<file path="config.mk">
export PLATFORM = sky130hd
export DESIGN_NAME = stack_pop_streamer
export DESIGN_NICKNAME = d
export VERILOG_FILES = /design/src/rtl/stack_pop_streamer.sv
export SDC_FILE = /design/constraint.sdc
export NUM_CORES = 1
export LEC_CHECK = 0
export ABC_AREA = 0
export BUFFER_PORTS_ARGS = -buffer_cell sky130_fd_sc_hd__buf_2
export CAP_MARGIN = 20
export CELL_PAD_IN_SITES_DETAIL_PLACEMENT = 1
export CELL_PAD_IN_SITES_GLOBAL_PLACEMENT = 1
export CORE_MARGIN = 5
export CORE_UTILIZATION = 32
export DETAILED_ROUTE_END_ITERATION = 10
export PLACE_DENSITY_LB_ADDON = 0.1
export SKIP_LAST_GASP = 1
export SLEW_MARGIN = 5
export SYNTH_ARGS = -nofsm -noshare
export SYNTH_HDL_FRONTEND = slang
export SYNTH_SLANG_ARGS = --single-unit
</file>
<file path="constraint.sdc">
create_clock -name clk -period 2.1 [get_ports clk]
set_input_delay 0.21 -clock clk [delete_from_list [all_inputs] [get_ports clk]]
set_output_delay 0.21 -clock clk [all_outputs]
set_load 0.02 [all_outputs]
</file>
<file path="src/rtl/stack_pop_streamer.sv">
// ---------------------------------------------------------------------------
// stack_pop_streamer
//
// Pop-side stage that sits directly downstream of a register stack. The
// stack's top-of-stack port has zero latency, so this block decides each
// cycle whether to pop. Each popped item goes into a 2-entry registered
// buffer, and the block presents the items on a valid/ready stream.
// - It sustains one item per cycle while m_ready stays high.
// - No stream output (m_valid, m_data) is combinationally driven from the
//   stack.
//
// Optional feature:
//   STACK_POP_CNT_EN  When defined, the block adds the o_pop_cnt port and a
//                     counter of popped items. The counter wraps modulo
//                     2^CNT_W and i_flush does not clear it.
//
// Parameters:
//   DATA_W  item width; must match the stack's item width.
//   CNT_W   popped-item counter width (only used with STACK_POP_CNT_EN).
//
// Ports:
//   clk        clock, rising edge
//   rst        asynchronous active-high reset
//   i_flush    one-cycle pulse that discards buffered items
//   s_empty    stack empty flag
//   s_data     stack top-of-stack data, valid in the same cycle
//   s_pop      pop request to the stack (combinational)
//   m_valid    output item valid (registered)
//   m_data     output item (registered)
//   m_ready    downstream accepts when m_valid && m_ready
//   o_pop_cnt  items popped since reset (STACK_POP_CNT_EN only)
// ---------------------------------------------------------------------------
module stack_pop_streamer #(
  parameter int DATA_W = 4,
  parameter int CNT_W  = 16
) (
  input  logic              clk,
  input  logic              rst,
  input  logic              i_flush,
  input  logic              s_empty,
  input  logic [DATA_W-1:0] s_data,
  output logic              s_pop,
  output logic              m_valid,
  output logic [DATA_W-1:0] m_data,
  input  logic              m_ready
`ifdef STACK_POP_CNT_EN
  ,
  output logic [CNT_W-1:0]  o_pop_cnt
`endif
);

  // Reject degenerate configurations at elaboration time.
  if (DATA_W < 1 || CNT_W < 1) begin : g_bad_param
    $error("stack_pop_streamer: DATA_W and CNT_W must be >= 1");
  end

  typedef enum logic [1:0] {
    EMPTY = 2'd0,
    ONE   = 2'd1,
    TWO   = 2'd2
  } occ_e;

  occ_e              cnt_q, cnt_d;
  logic [DATA_W-1:0] head_q, head_d;
  logic [DATA_W-1:0] skid_q, skid_d;
  logic              take;

  // The pop is gated by rst so that the stack is not drained while the
  // buffer is held in reset. No pop happens in TWO, so the buffer can never
  // overflow.
  assign s_pop   = !rst && !s_empty && (cnt_q != TWO) && !i_flush;
  assign m_valid = (cnt_q != EMPTY);
  assign m_data  = head_q;
  assign take    = m_valid && m_ready;

  always_comb begin
    cnt_d  = cnt_q;
    head_d = head_q;
    skid_d = skid_q;
    unique case (cnt_q)
      EMPTY: begin
        if (s_pop) begin
          head_d = s_data;
          cnt_d  = ONE;
        end
      end
      ONE: begin
        if (s_pop && take) begin
          // The head leaves and the new item replaces it.
          // Occupancy stays at ONE, which gives full-rate streaming.
          head_d = s_data;
        end else if (s_pop) begin
          skid_d = s_data;
          cnt_d  = TWO;
        end else if (take) begin
          cnt_d  = EMPTY;
        end
      end
      TWO: begin
        if (take) begin
          head_d = skid_q;
          cnt_d  = ONE;
        end
      end
      default: cnt_d = EMPTY;
    endcase
    // A take in the same cycle has already left. The flush discards
    // whatever remains; the data registers keep stale values, which is
    // harmless.
    if (i_flush) begin
      cnt_d = EMPTY;
    end
  end

  always_ff @(posedge clk or posedge rst) begin
    if (rst) begin
      cnt_q  <= EMPTY;
      head_q <= '0;
      skid_q <= '0;
    end else begin
      cnt_q  <= cnt_d;
      head_q <= head_d;
      skid_q <= skid_d;
    end
  end

`ifdef STACK_POP_CNT_EN
  logic [CNT_W-1:0] pop_cnt_q, pop_cnt_d;

  always_comb begin
    pop_cnt_d = pop_cnt_q;
    if (s_pop) begin
      pop_cnt_d = pop_cnt_q + CNT_W'(1);
    end
  end

  always_ff @(posedge clk or posedge rst) begin
    if (rst) begin
      pop_cnt_q <= '0;
    end else begin
      pop_cnt_q <= pop_cnt_d;
    end
  end

  assign o_pop_cnt = pop_cnt_q;
`endif

endmodule
</file>
# Yosys cells after proc, flatten, opt, wreduce, memory -nomap -nowiden
# Index checks and enable logic that the tools add are counted.
[totals]
regBits = 10
latch_bits = 0
ram_bits = 0
romBits = 0
in_bits = 9
output_inout_bits = 6
elab_cells = 39
memories = 0
[classes]
addsub = 0
n_mul = 0
n_div = 0
n_lt_le_gt_ge = 0
eq_ne = 10
shifts = 0
muxes = 11
n_bitwise = 1
n_reduce_logical = 14
[op_table]
columns = ["cell", "count"]
rows = [
  ["$mux W2", 6],
  ["$mux W4", 3],
  ["$pmux W4 S3", 1],
  ["$ne A3 B3 Y1 const B", 3],
  ["$ne A2 B2 Y1 const B", 4],
  ["$reduce_and A4 Y1", 2],
  ["$pmux W2 S3", 1],
  ["$logic_and A1 B1 Y1", 5],
  ["$ne A4 B4 Y1 const B", 1],
  ["$logic_not A1 Y1", 3],
  ["$reduce_and A3 Y1", 1],
  ["$reduce_bool A3 Y1", 1],
  ["$eq A2 B1 Y1 const B", 1],
  ["$eq A2 B2 Y1 const B", 1],
  ["$logic_not A2 Y1", 1],
  ["$reduce_bool A2 Y1", 1],
  ["$not A1 Y1", 1],
]

# Longest topological paths before layout
[depth]
depth_word = 8
mapped_depth = 5
mapped_depth_nobuf = 4

# Worst setup path after synthesis
# No wires, ideal clock.
[synth_timing]
path_kind = "flip-flop to flip-flop"
start = "register cnt_q[0]"
end = "register skid_q[0]"
setup_ps = 125
t_arrival_ps = 1331
required_ps = 1975
path_slack_ps = 644
stages_incl_launch_ff = 4
path_buffers = 0
path_cell_list = "dfrtp_1 > nor2b_2 > or3b_4 > mux2_4"
[synth_between]
elab_chain_len = 6
[synth_lines]
columns = ["element", "line_no", "source"]
rows = [
  ["start, declared", "63", "occ_e cnt_q, cnt_d;"],
  ["start signal, assigned", "121", "cnt_q <= cnt_d;"],
  ["$ne A2 B2 Y1", "71", "assign s_pop = !rst && !s_empty && (cnt_q != TWO) && !i_flush;"],
  ["$logic_and A1 B1 Y1 (2 in series)", "71", ""],
  ["$logic_and A1 B1 Y1", "88", "if (s_pop && take) begin"],
  ["$not A1 Y1 (no line)", "n/a", ""],
  ["$reduce_and A3 Y1 (no line) (*)", "n/a", ""],
  ["end signal, assigned", "123", "skid_q <= skid_d;"],
  ["end, declared", "65", "logic [DATA_W-1:0] skid_q, skid_d;"],
]
# Mark *: on every way between the ends. The rest lies on a longest branch, timed or not.
# A chain may end at the register's enable or synchronous reset.

# Worst setup path after layout
[layout_timing]
start = "input port rst"
end = "register skid_q[1]"
[layout_between]
elab_chain_len = 7
[layout_lines]
columns = ["element", "line_no", "source"]
rows = [
  ["start, declared", "38", "input logic rst,"],
  ["$logic_not A1 Y1 (no line) (*)", "n/a", ""],
  ["$logic_and A1 B1 Y1 (*) (3 in series)", "71", ""],
  ["$logic_and A1 B1 Y1", "88", ""],
  ["$not A1 Y1 (no line)", "n/a", ""],
  ["$reduce_and A3 Y1 (no line) (*)", "n/a", ""],
]
# Marked as above.

==> flow_summary.json <==
{
  "status": "completed",
  "timing.rr.end": "skid_q[1]",
  "syn_area_um2": 524,
  "io_pins": 15,
  "cp-start-kind": "input port",
  "crit_required_ps": 2250,
  "nNetsFinal": 79,
  "grt_max_degree": 11,
  "rsz0062_at_grt": "no",
  "p_per_area_nw_per_um2": 768,
  "drc": 0,
  "place_inst": 80,
  "setup_tns_ps": 0,
  "postCtsSetupBuffers": 0,
  "clkTransAtPathRegs_ps": 60,
  "antenna_found_initial": 0,
  "critPathArrivalTime_ps": 2010,
  "grt_overflow": 0,
  "avgSynthCellArea_um2": 10.5,
  "r2r_cells": 3,
  "dpl_cell_area_um2": 617,
  "synth_cells": 50,
  "cts_tree": "done",
  "hold_viol": 0,
  "wl_per_cell_um": 14.9,
  "r2r_setup_slack_ps": 530,
  "ctsHoldBuffers": 1,
  "drv_cap": 0,
  "grt_pass1_vias": 459,
  "yosysSeqAreaShare_pct": 47.7,
  "die_area_um2": 2550,
  "finalCritPeriodShare_pct": 88.9,
  "fmax_mhz": 535,
  "grt_first_pass_wirelength_um": 2160,
  "cts_max_path_buffers": 2,
  "fp.dieW_um": 50.5,
  "final_cell_count_no_fill": 84,
  "drv_slew": 0,
  "worstHoldPathCells": 2,
  "dr.pass1.iters": 2,
  "cts_made_buffers": 3,
  "vias": 416,
  "cts.htree.levels": 1,
  "cts.sinks": 10,
  "slew_headroom_pct": 74.2,
  "root_buffer": "clkbuf_4",
  "path_class": "in -> reg",
  "fill_cells": 182,
  "synth.top_cell.area_share_pct": 47.7,
  "routabilityCongestion": 0.669,
  "insertion_delay_ps": 260,
  "die_h_um": 50.5,
  "leakagePower_nw": 0.320,
  "synthFlopType": "dfrtp_1",
  "hold_ws_ps": 130,
  "final_cell_area_um2": 649,
  "start_util_pct": 34.4,
  "ant_nets": 0,
  "async_reset_ff_share_pct": 100,
  "coreArea_um2": 1520,
  "crit_start": "rst",
  "hold_path_class": "in -> reg",
  "dp_hpwl_um": 926,
  "diodes": 0,
  "synth_common_cells": "dfrtp_1 (10), nand2_1 (8), nor2_1 (7), a31oi_1 (4), mux2_4 (4)",
  "viasPerCell": 4.95,
  "synth_edf_count": 0,
  "port_buffers": 14,
  "fin_crit_ps": 1870,
  "rows": 14,
  "syn_nets": 59,
  "timing.critical_path.to": "skid_q[1]",
  "setup-violations-final": 0,
  "power_uw": 499,
  "cts_resized": 0,
  "worst_pin_slew_ps": 387,
  "cp_max_fo": 4,
  "syn_to_final_growth_pct": 23.9,
  "drive_above_1_share_pct": 39.7,
  "synth_cell_type_count": 19,
  "track_usage_pct": 11.7,
  "worst_setup_path_end_kind": "flop",
  "ys_warn_count": 0,
  "wirelength_um": 1250,
  "ys_top_cells_by_area": "dfrtp_1 (48%), mux2_4 (11%), nand2_1 (5.7%)",
  "synth-seq-cells": 10,
  "yosysTopAreaCell": "dfrtp_1",
  "drtIter0Drc": 3,
  "r2r-start": "cnt_q[0]",
  "finClkSkew_ps": 3.78,
  "synth.most_common_cell": "dfrtp_1",
  "irDropWorstVdd_uv": 401
}
-- cell families after synthesis --
family,count (synthesis),share of synthesized area [%]
mux,5,13.4
simple gates,25,24.8
compound gates,8,12.4
buf+inv,2,1.67
flops,10,47.7
-- through the flow --
stage	setup WS, ps	utilization, %
after detailed placement	499	40.5
after CTS	242	42.6
after floorplan	644	-
after global routing	221	42.6
final	232	42.6
after global placement	507	40.5
-- layout make-up --
class                           count  area [µm²]  share of cell area, %
Multi-Input combinational cell     38         265                   40.8
Sequential cell                    10         250                   38.5
Timing Repair Buffer               16        87.6                   13.5
Clock buffer                        3        22.5                   3.47
Tap cell                           16        20.0                   3.08
Inverter                            1        3.75                  0.578
-- power breakdown --
part / leakage [nW] / internal (mW) / switching [mW]
logic: 0.182 / 0.0592 / 0.0643
registers: 0.124 / 0.226 / 0.0193
clock network: 0.0138 / 0.0662 / 0.0645
total: 0.320 / 0.351 / 0.148
-- worst min path at each step --
stage | startpoint | endpoint
2_1_floorplan | rst | cnt_q[0]
3_3_place_gp | rst | cnt_q[0]
3_5_place_dp | rst | cnt_q[0]
4_1_cts | i_flush | cnt_q[0]
5_1_grt | i_flush | cnt_q[0]
6_report | i_flush | cnt_q[0]
-- cells in the final DEF, fill, tap and decap left out, types with 2 or more instances in the layout --
cell	instances
a21oi_1	2
nor2b_1	2
dfrtp_1	10
a31oi_1	4
nor3_1	2
mux2_4	4
nor2_1	7
buf_2	14
nand2_1	8
clkbuf_4	3
-- flip-flops by register name (all words and copies together), names as in the netlist --
register  cells
cnt_q         2
m_data        4
skid_q        4
-- per-layer routing --
layer	global-route usage, %	vias up	wire (µm)
met2	18.2	10	607
met1	13.7	193	561
met5	0	-	0
met3	6.21	2	76
met4	3.83	0	8
li1	-	211	-
-- critical path, cell delays in order --
cell,delay [ps]
dlygate4sd3_1,530
buf_2,140
or3_4,390
or3b_4,430
mux2_4,320
Power figures use the tool's default switching activity.
